==> src/rtl/wall_generator_pkg.sv <==
// Shared game definitions: position type, playfield limits, wall slot count
// and the wall generator state encoding.
package wall_generator_pkg;

    typedef logic [7:0] pos_t;

    localparam int   GRID_MIN  = 1;
    localparam int   GRID_MAX  = 14;
    localparam int   MAX_WALLS = 25;
    localparam pos_t EMPTY_POS = 8'h00;

    typedef enum logic [1:0] {
        ST_IDLE,
        ST_CLEAR,
        ST_GEN,
        ST_DONE
    } wall_gen_state_t;

    // Absolute difference of two 4-bit coordinates without wrap-around.
    function automatic logic [3:0] abs_diff4(input logic [3:0] a, input logic [3:0] b);
        return (a >= b) ? (a - b) : (b - a);
    endfunction

endpackage

==> src/rtl/wall_generator_lfsr.sv <==
// Free-running 8-bit Fibonacci LFSR, x^8+x^6+x^5+x^4+1 (period 255).
module wall_lfsr #(
    parameter logic [7:0] SEED = 8'hA5
) (
    input  logic       clk,
    input  logic       nrst,
    output logic [7:0] value
);

    logic [7:0] lfsr_q;
    logic [7:0] lfsr_d;

    // Next value: shift left, feedback from taps 8,6,5,4.
    always_comb begin
        lfsr_d = {lfsr_q[6:0], lfsr_q[7] ^ lfsr_q[5] ^ lfsr_q[4] ^ lfsr_q[3]};
    end

    // State register; advances every cycle regardless of the consumer's state.
    always_ff @(posedge clk or negedge nrst) begin
        if (!nrst) lfsr_q <= SEED;
        else       lfsr_q <= lfsr_d;
    end

    assign value = lfsr_q;

endmodule

==> src/rtl/wall_generator.sv <==
// Wall generator: on a start pulse, fills up to MAX_WALLS unique legal wall
// cells drawn from a free-running LFSR, avoiding the border ring, the head's
// 3x3 neighbourhood, the apple and walls already placed.
module wall_generator #(
    parameter int         MAX_WALLS = 25,
    parameter logic [7:0] LFSR_SEED = 8'hA5,
    parameter logic [7:0] EMPTY_POS = 8'h00
) (
    input  logic                          clk,
    input  logic                          nrst,
    input  logic                          gen_start,
    input  logic [4:0]                    num_walls,
    input  logic [7:0]                    head_pos,
    input  logic [7:0]                    apple_pos,
    output logic [MAX_WALLS-1:0][7:0]     walls,
    output logic [4:0]                    wall_count,
    output logic                          busy,
    output logic                          done
);
    import wall_generator_pkg::*;

    localparam logic [4:0] MAX_W5 = 5'(MAX_WALLS);

    wall_gen_state_t            state_q, state_d;
    logic [MAX_WALLS-1:0][7:0]  walls_q, walls_d;
    logic [4:0]                 wall_count_q, wall_count_d;
    logic [4:0]                 target_q, target_d;
    logic [7:0]                 head_q, head_d;
    logic [7:0]                 apple_q, apple_d;

    logic [7:0]                 cand;
    logic [3:0]                 cx, cy;
    logic [MAX_WALLS-1:0]       dup_hit;
    logic                       on_border;
    logic                       near_head;
    logic                       accept;
    logic [4:0]                 count_inc;

    wall_lfsr #(.SEED(LFSR_SEED)) u_lfsr (
        .clk   (clk),
        .nrst  (nrst),
        .value (cand)
    );

    assign cx = cand[7:4];
    assign cy = cand[3:0];

    // Parallel compare of the candidate against every filled slot.
    for (genvar gi = 0; gi < MAX_WALLS; gi++) begin : g_dup
        assign dup_hit[gi] = (5'(gi) < wall_count_q) && (walls_q[gi] == cand);
    end

    // Candidate legality: border ring, head keep-out, apple, duplicates.
    always_comb begin
        on_border = (cx == 4'd0) || (cx == 4'd15) || (cy == 4'd0) || (cy == 4'd15);
        near_head = (abs_diff4(cx, head_q[7:4]) <= 4'd1) &&
                    (abs_diff4(cy, head_q[3:0]) <= 4'd1);
        accept    = !on_border && !near_head && (cand != apple_q) && (dup_hit == '0);
        count_inc = wall_count_q + 5'd1;
    end

    // Next-state and datapath updates for the generation sequence.
    always_comb begin
        state_d      = state_q;
        walls_d      = walls_q;
        wall_count_d = wall_count_q;
        target_d     = target_q;
        head_d       = head_q;
        apple_d      = apple_q;
        unique case (state_q)
            ST_IDLE: begin
                if (gen_start) begin
                    head_d   = head_pos;
                    apple_d  = apple_pos;
                    target_d = (num_walls > MAX_W5) ? MAX_W5 : num_walls;
                    state_d  = ST_CLEAR;
                end
            end
            ST_CLEAR: begin
                for (int i = 0; i < MAX_WALLS; i++) walls_d[i] = EMPTY_POS;
                wall_count_d = 5'd0;
                state_d      = (target_q == 5'd0) ? ST_DONE : ST_GEN;
            end
            ST_GEN: begin
                if (accept) begin
                    for (int i = 0; i < MAX_WALLS; i++) begin
                        if (5'(i) == wall_count_q) walls_d[i] = cand;
                    end
                    wall_count_d = count_inc;
                    if (count_inc == target_q) state_d = ST_DONE;
                end
            end
            ST_DONE: begin
                state_d = ST_IDLE;
            end
            default: state_d = ST_IDLE;
        endcase
    end

    // State and datapath registers.
    always_ff @(posedge clk or negedge nrst) begin
        if (!nrst) begin
            state_q      <= ST_IDLE;
            walls_q      <= {MAX_WALLS{EMPTY_POS}};
            wall_count_q <= 5'd0;
            target_q     <= 5'd0;
            head_q       <= 8'h00;
            apple_q      <= 8'h00;
        end else begin
            state_q      <= state_d;
            walls_q      <= walls_d;
            wall_count_q <= wall_count_d;
            target_q     <= target_d;
            head_q       <= head_d;
            apple_q      <= apple_d;
        end
    end

    assign walls      = walls_q;
    assign wall_count = wall_count_q;
    assign busy       = (state_q == ST_CLEAR) || (state_q == ST_GEN);
    assign done       = (state_q == ST_DONE);

endmodule

==> config.mk <==
export PLATFORM = sky130hd
export DESIGN_NAME = wall_generator
export DESIGN_NICKNAME = d
export VERILOG_FILES = /design/src/rtl/wall_generator_pkg.sv /design/src/rtl/wall_generator_lfsr.sv /design/src/rtl/wall_generator.sv
export SDC_FILE = /design/constraint.sdc
export NUM_CORES = 1
export LEC_CHECK = 0
export CAP_MARGIN = 25
export CELL_PAD_IN_SITES_DETAIL_PLACEMENT = 1
export CELL_PAD_IN_SITES_GLOBAL_PLACEMENT = 1
export CORE_MARGIN = 2
export CORE_UTILIZATION = 42
export CTS_CLUSTER_SIZE = 25
export DETAILED_ROUTE_END_ITERATION = 8
export HOLD_SLACK_MARGIN = 0.08
export PLACE_DENSITY_LB_ADDON = 0.1
export SLEW_MARGIN = 10
export SYNTH_ARGS = -nofsm -noshare
export SYNTH_HDL_FRONTEND = slang
export SYNTH_SLANG_ARGS = --single-unit
==> constraint.sdc <==
create_clock -name clk -period 5.6 [get_ports clk]
set_clock_uncertainty 0.1 [all_clocks]
set_input_delay 1.12 -clock clk [delete_from_list [all_inputs] [get_ports clk]]
set_output_delay 1.12 -clock clk [all_outputs]
set_load 0.005 [all_outputs]
# Word level (Yosys, flattened, before mapping)
# Index checks and enable logic that the tools add are counted.
[totals]
word_cells = 260
out_inout_bits = 207
ff_bits = 236
inputBits = 24
[op_classes]
muxes = 37
magnitude_cmp = 30
n_reduce_logical = 70
n_addsub = 5
bitwise = 3
n_eq_ne = 84
[ops]
columns = ["op", "n"]
rows = [
  ["200-bit case mux with 2 select lines", 1],
  ["8-bit == test", 25],
  ["200-bit two-way mux", 1],
  ["8-bit two-way mux", 25],
  ["3-bit AND reduction", 26],
  ["2-bit inequality test (second input constant)", 28],
  ["5-bit == test (first input constant)", 9],
  ["5-bit less-than comparator (first input constant)", 9],
  ["4-bit by 5-bit == test with 1-bit output (first input constant)", 8],
  ["4-bit by 5-bit less-than comparator with 1-bit output (first input constant)", 8],
  ["1-bit logical AND", 29],
  ["25-bit logical NOT", 1],
  ["3-bit by 5-bit == test with 1-bit output (first input constant)", 4],
  ["3-bit by 5-bit less-than comparator with 1-bit output (first input constant)", 4],
  ["4-bit subtractor", 4],
  ["2-bit by 5-bit == test with 1-bit output (first input constant)", 2],
  ["5-bit logical NOT", 2],
  ["1-bit by 5-bit less-than comparator with 1-bit output (first input constant)", 2],
  ["2-bit by 5-bit less-than comparator with 1-bit output (first input constant)", 2],
  ["5-bit two-way mux", 2],
  ["5-bit case mux with 2 select lines", 1],
  ["4-bit == test (second input constant)", 2],
  ["4-bit greater-or-equal comparator", 2],
  ["4-bit by 1-bit less-or-equal comparator with 1-bit output (second input constant)", 2],
  ["other kinds (18)", 30],
]

# Depth between registers and ports, before layout
[logic_depth]
word_depth = 10
depth_mapped = 17
mapped_depth_nobuf = 12

# Cells and area by module
# A second synthesis with hierarchy kept.
[unflattened]
cells_unflattened = 1604
hier_area_um2 = 15089.5
[modules_own_cells]
columns = ["mod", "instances", "seq_area_each_um2", "area_per_inst_um2", "cells_per_inst"]
rows = [
  ["wall_generator", 1, 5705.5, 14805.4, 1586],
  ["wall_lfsr", 1, 205.2, 284.0, 18],
]

# Worst setup path after synthesis
# No wires, ideal clock.
[synth_path]
path_type = "reg-to-reg"
from = "register u_lfsr.lfsr_q[4], in the netlist u_lfsr.value[4]"
to = "register walls_q (netlist bit walls[161])"
arrival_ns = 3.794
setup_ns = 0.126
setup_slack_ns = 1.580
required_time_ns = 5.374
n_path_buf = 5
stages_incl_launch_ff = 16
period_less_slack_ns = 4.020
path_cell_list = "dfrtp_1 buf_2 buf_2 clkbuf_1 inv_1 ha_1 inv_1 fa_1 a2111oi_0 a22oi_1 o211a_1 o2111ai_2 buf_4 nor4_4 buf_4 a221o_1"
[synth_between]
elab_chain_cells = 10
elab_cells_between_ends = 70
classes_between = "2 x add/sub; 2 x order compare; 28 x eq/ne; 1 x mux; 37 x reduce/logical"
[synth_rtl]
columns = ["element", "line_no", "text"]
rows = [
  ["start, declared", "wall_generator_lfsr.sv:10", "logic [7:0] lfsr_q;"],
  ["start signal, assigned", "wall_generator_lfsr.sv:21", "else lfsr_q <= lfsr_d;"],
  ["4-bit subtractor, or another cell as far along", "wall_generator_pkg.sv:21", "return (a >= b) ? (a - b) : (b - a);"],
  ["4-bit two-way mux / 1-bit logical OR (equally long branches)", "wall_generator_pkg.sv:21, wall_generator.sv:55", ""],
  ["4-bit by 1-bit less-or-equal comparator with 1-bit output / 1-bit logical OR (equally long branches)", "wall_generator.sv:56, wall_generator.sv:55", ""],
  ["1-bit logical AND / 1-bit logical OR (equally long branches)", "wall_generator.sv:56, wall_generator.sv:55", ""],
  ["1-bit logical NOT", "wall_generator.sv:58", "accept = !on_border && !near_head && (cand != apple_q) && (dup_hit == '0);"],
  ["1-bit logical AND (2 in series)", "wall_generator.sv:58", ""],
  ["1-bit logical AND (*)", "wall_generator.sv:58", ""],
  ["2-bit inequality test (no line) (*)", "n/a", ""],
  ["3-bit AND reduction (no line) (*)", "n/a", ""],
  ["end signal, assigned", "wall_generator.sv:104", "walls_q <= {MAX_WALLS{EMPTY_POS}};"],
  ["end signal, assigned", "wall_generator.sv:111", "walls_q <= walls_d;"],
  ["end, declared", "wall_generator.sv:25", "logic [MAX_WALLS-1:0][7:0] walls_q, walls_d;"],
]
# Mark *: on every way between the ends. The rest lies on a longest branch, timed or not.
# A chain may end at the register's enable or synchronous reset.

# Final worst setup path
[layout_path]
from = "register u_lfsr.lfsr_q[2], in the netlist u_lfsr.value[2]"
to = "register walls_q (netlist bit walls[40])"
[layout_between]
elab_chain_cells = 10
elab_cells_between_ends = 69
classes_between = "2 x add/sub; 2 x order compare; 28 x eq/ne; 1 x mux; 36 x reduce/logical"
[layout_rtl]
columns = ["element", "line_no", "text"]
rows = [
  ["4-bit subtractor / 4-bit greater-or-equal comparator (equally long branches)", "wall_generator_pkg.sv:21", ""],
  ["4-bit two-way mux", "wall_generator_pkg.sv:21", ""],
  ["4-bit by 1-bit less-or-equal comparator with 1-bit output", "wall_generator.sv:57", "(abs_diff4(cy, head_q[3:0]) <= 4'd1);"],
  ["1-bit logical AND", "wall_generator.sv:56", "near_head = (abs_diff4(cx, head_q[7:4]) <= 4'd1) &&"],
  ["1-bit logical NOT", "wall_generator.sv:58", ""],
  ["1-bit logical AND (2 in series)", "wall_generator.sv:58", ""],
  ["1-bit logical AND (*)", "wall_generator.sv:58", ""],
  ["2-bit inequality test (no line) (*)", "n/a", ""],
  ["3-bit AND reduction (no line) (*)", "n/a", ""],
]
# Marked as above.

==> out/qor.yml <==
worst_hold_path:
  holdPathStages: 1
  hold_class: "reg2reg"
cells_and_area:
  drive_above_1_share_pct: 9.28
  diodes: 0
  fin_nets: 1751
  final_util_pct: 53.2
  syn2layout_area_growth_pct: 24.7
status:
  status: "finished, final reports clean"
grt:
  grt.total_usage_pct: 29.6
  antenna_found_initial: 1
  grt_pass1_wl_mm: 83.1
  grt_pass1_vias: 13600
  overflow: 0
  grt_max_degree: 120
setup_path:
  r2r_cells: 9
  cp_max_fo: 17
  cp_slowest_stage_delay_ns: 0.88
  start_kind: "register"
  cp_slowest_cell: "dfstp_2"
  path_cells: "ha_1 -> o21bai_1 -> a2111oi_0 -> a22oi_1 -> o211a_1 -> o2111ai_4 -> or2_1 -> nor2_1 -> a221o_1"
  required_ns: 5.95
  critPathKind: "reg2reg"
  end_kind: "register"
  arrival_ns: 5.01
synthesis:
  yosysSeqAreaShare_pct: 40.2
  synth_common_cells: "232 x dfrtp_1, 212 x nand2_1, 169 x xnor2_1, 93 x a221o_1, 93 x nor2_1"
  synthTopCellsByArea: "dfrtp_1 40%, xnor2_1 10%, a221o_1 6.3%"
  syn_area_per_cell_um2: 9.64
  netlist.area_leader.share_pct: 39.5
  ys_ff_latch: 236
  syn_inst: 1524
  synth_edf_count: 0
  synth_nets: 1574
  syn_area_um2: 14700
  async_reset_ff_share_pct: 100
  synth-main-ff-cell: "dfrtp_1"
  yosysUniqueCellTypes: 66
  yosysWarnings: 0
  yosysMostFrequentCell: "dfrtp_1"
  synth_top_area_cell: "dfrtp_1"
floorplan:
  initial_core_util_pct: 42.6
  die_height_um: 191
  core_um2: 34500
  dieArea_um2: 36500
  fp-row-count: 68
  io_pins: 231
  die_w_um: 191
clock_network:
  post_cts_buffers: 0
  cts_tree: "built"
  cts.hold.buffers_added: 0
  cts_buffers: 29
  clock_latency_ns: 0.57
  cts_max_level: 1
  cts_sinks: 236
  clkTransAtPathRegs_ns: 0.06
  cts_resized: 0
  clockBufferDepth: 3
  cts_root_buf: "clkbuf_16"
job:
  max-cap-violations: 0
placed_design:
  gp_congestion: 0.805
  numPortBuffers: 230
  dp_hpwl_mm: 35.4
detailed_routing:
  met3_length_mm: 2.76
  antenna_left: 0
  wl_met1_mm: 23.6
  drc_errors: 0
  wl_met2_mm: 25.5
  drt-initial-drc-count: 754
  wl_per_cell_um: 24.7
  firstDrtPassIters: 5
  num_vias: 12900
  drt-total-wl_mm: 53.8
  top_layer: "met4"
  viasPerCell: 5.91
pwr:
  p_per_area_nw_per_um2: 285
  power_switching_uw: 1930
  p_clk_share_pct: 36.2
  combPwrFrac_pct: 27.6
  leakage_uw: 0.00746
  power.internal_uw: 3290
  p_sw_share_pct: 37.0
  power_frac_seq_pct: 36.1
  peakVddDrop_mv: 0.297
sta:
  rsz0062_at_grt: "false"
  relSlewSlack_pct: 30.0
  final-setup-viol-count: 0
  fin_crit_sh_pct: 83.4
  clock.fmax_ghz: 0.214
  final-max-slew-violation-count: 0
  period_needed_ns: 4.67
  setup-tns-final_ns: 0
  hold_violations: 0
  hold_ws_ns: 0.419
  tightest_slew_ns: 1.05
## worst paths after layout
path | slack [ns] | start | end
worst min-delay path | 0.42 | head_q[3] | head_q[3]
worst max register to register | 0.93 | u_lfsr.value[2] | walls[40]
min in group asynchronous | 0.51 | nrst | head_q[2]
worst min register to register | 0.42 | head_q[3] | head_q[3]
max in group asynchronous | 3.76 | nrst | walls[97]
worst max-delay path | 0.93 | u_lfsr.value[2] | walls[40]
## per-layer routing
metal / up-vias / track usage [%]
met4: 0 / 9.73
met3: 93 / 4.98
met5: - / 0
li1: 5734 / -
met2: 369 / 48.2
met1: 6684 / 39.9
## cell usage in the layout, fill, tap and decap left out, drive strengths merged, types with 9 or more instances in the layout
master	instances
buf	51
clkdlybuf4s50	229
xnor2	169
ha	22
dfrtp	232
nand4	39
xor2	50
o32ai	14
nand2	212
nand3	26
mux2i	78
nor3	25
a221o	93
a21o	10
inv	54
a21oi	27
nor2	93
mux2	18
o211a	11
clkbuf	47
nor4	35
o21ai	83
o221ai	9
## metrics by stage
step           cells  power [uW]  worst slack [ns]  instance area, um2
4_1_cts         2177        5210             0.940               18300
2_1_floorplan   1524        2800              1.58               14700
6_report        2179        5230             0.932               18300
5_1_grt         2179        5460             0.643               18300
3_3_place_gp    2123        3280              1.09               17300
3_5_place_dp    2123        3300             0.978               17300
## kinds of logic (layout without fill, tap and decap cells)
group / after synthesis / after routing / share of synthesized area, %
multiplexers: 96 / 96 / 6.69
AND/OR/NAND/NOR: 465 / 465 / 16.0
adder cells (fa/ha/maj): 26 / 26 / 2.42
AO/OA/AOI/OAI: 295 / 295 / 15.6
buffers and inverters: 187 / 387 / 6.01
flip-flops: 236 / 236 / 40.2
XOR/XNOR: 219 / 219 / 13.1
## power groups by stage
stage / logic (uW) / registers (uW) / clock network, uW
CTS: 1400 / 1890 / 1920
finish: 1440 / 1890 / 1890
detailed placement: 1390 / 1920 / 0
global placement: 1360 / 1910 / 0
floorplan: 920 / 1880 / 0
global route: 1570 / 1900 / 1990
## critical path: cells and delay by family (launching register included)
family | cells | cell delay [ns]
compound gates | 6 | 2.12
simple gates | 2 | 1.00
fa+ha+maj | 1 | 0.43
flops | 1 | 0.88
## area by class of cell
type | instances | area (um2)
fillers | 3800 | 16100
well taps | 455 | 569
inverters | 52 | 195
clock buffers | 46 | 870
multi-input cells | 1101 | 7960
clock inverters | 8 | 72.6
repair buffers | 281 | 2750
flip-flops and latches | 236 | 5920
## flip-flops by register name, indices dropped and copies added, names as in the netlist
| register | flops |
|---|---|
| apple_q | 8 |
| target_q | 5 |
| walls | 200 |
| head_q | 8 |
| state_q | 2 |
| wall_count | 5 |
| u_lfsr.value | 8 |
Note: power is estimated with default switching activity, not from simulation.
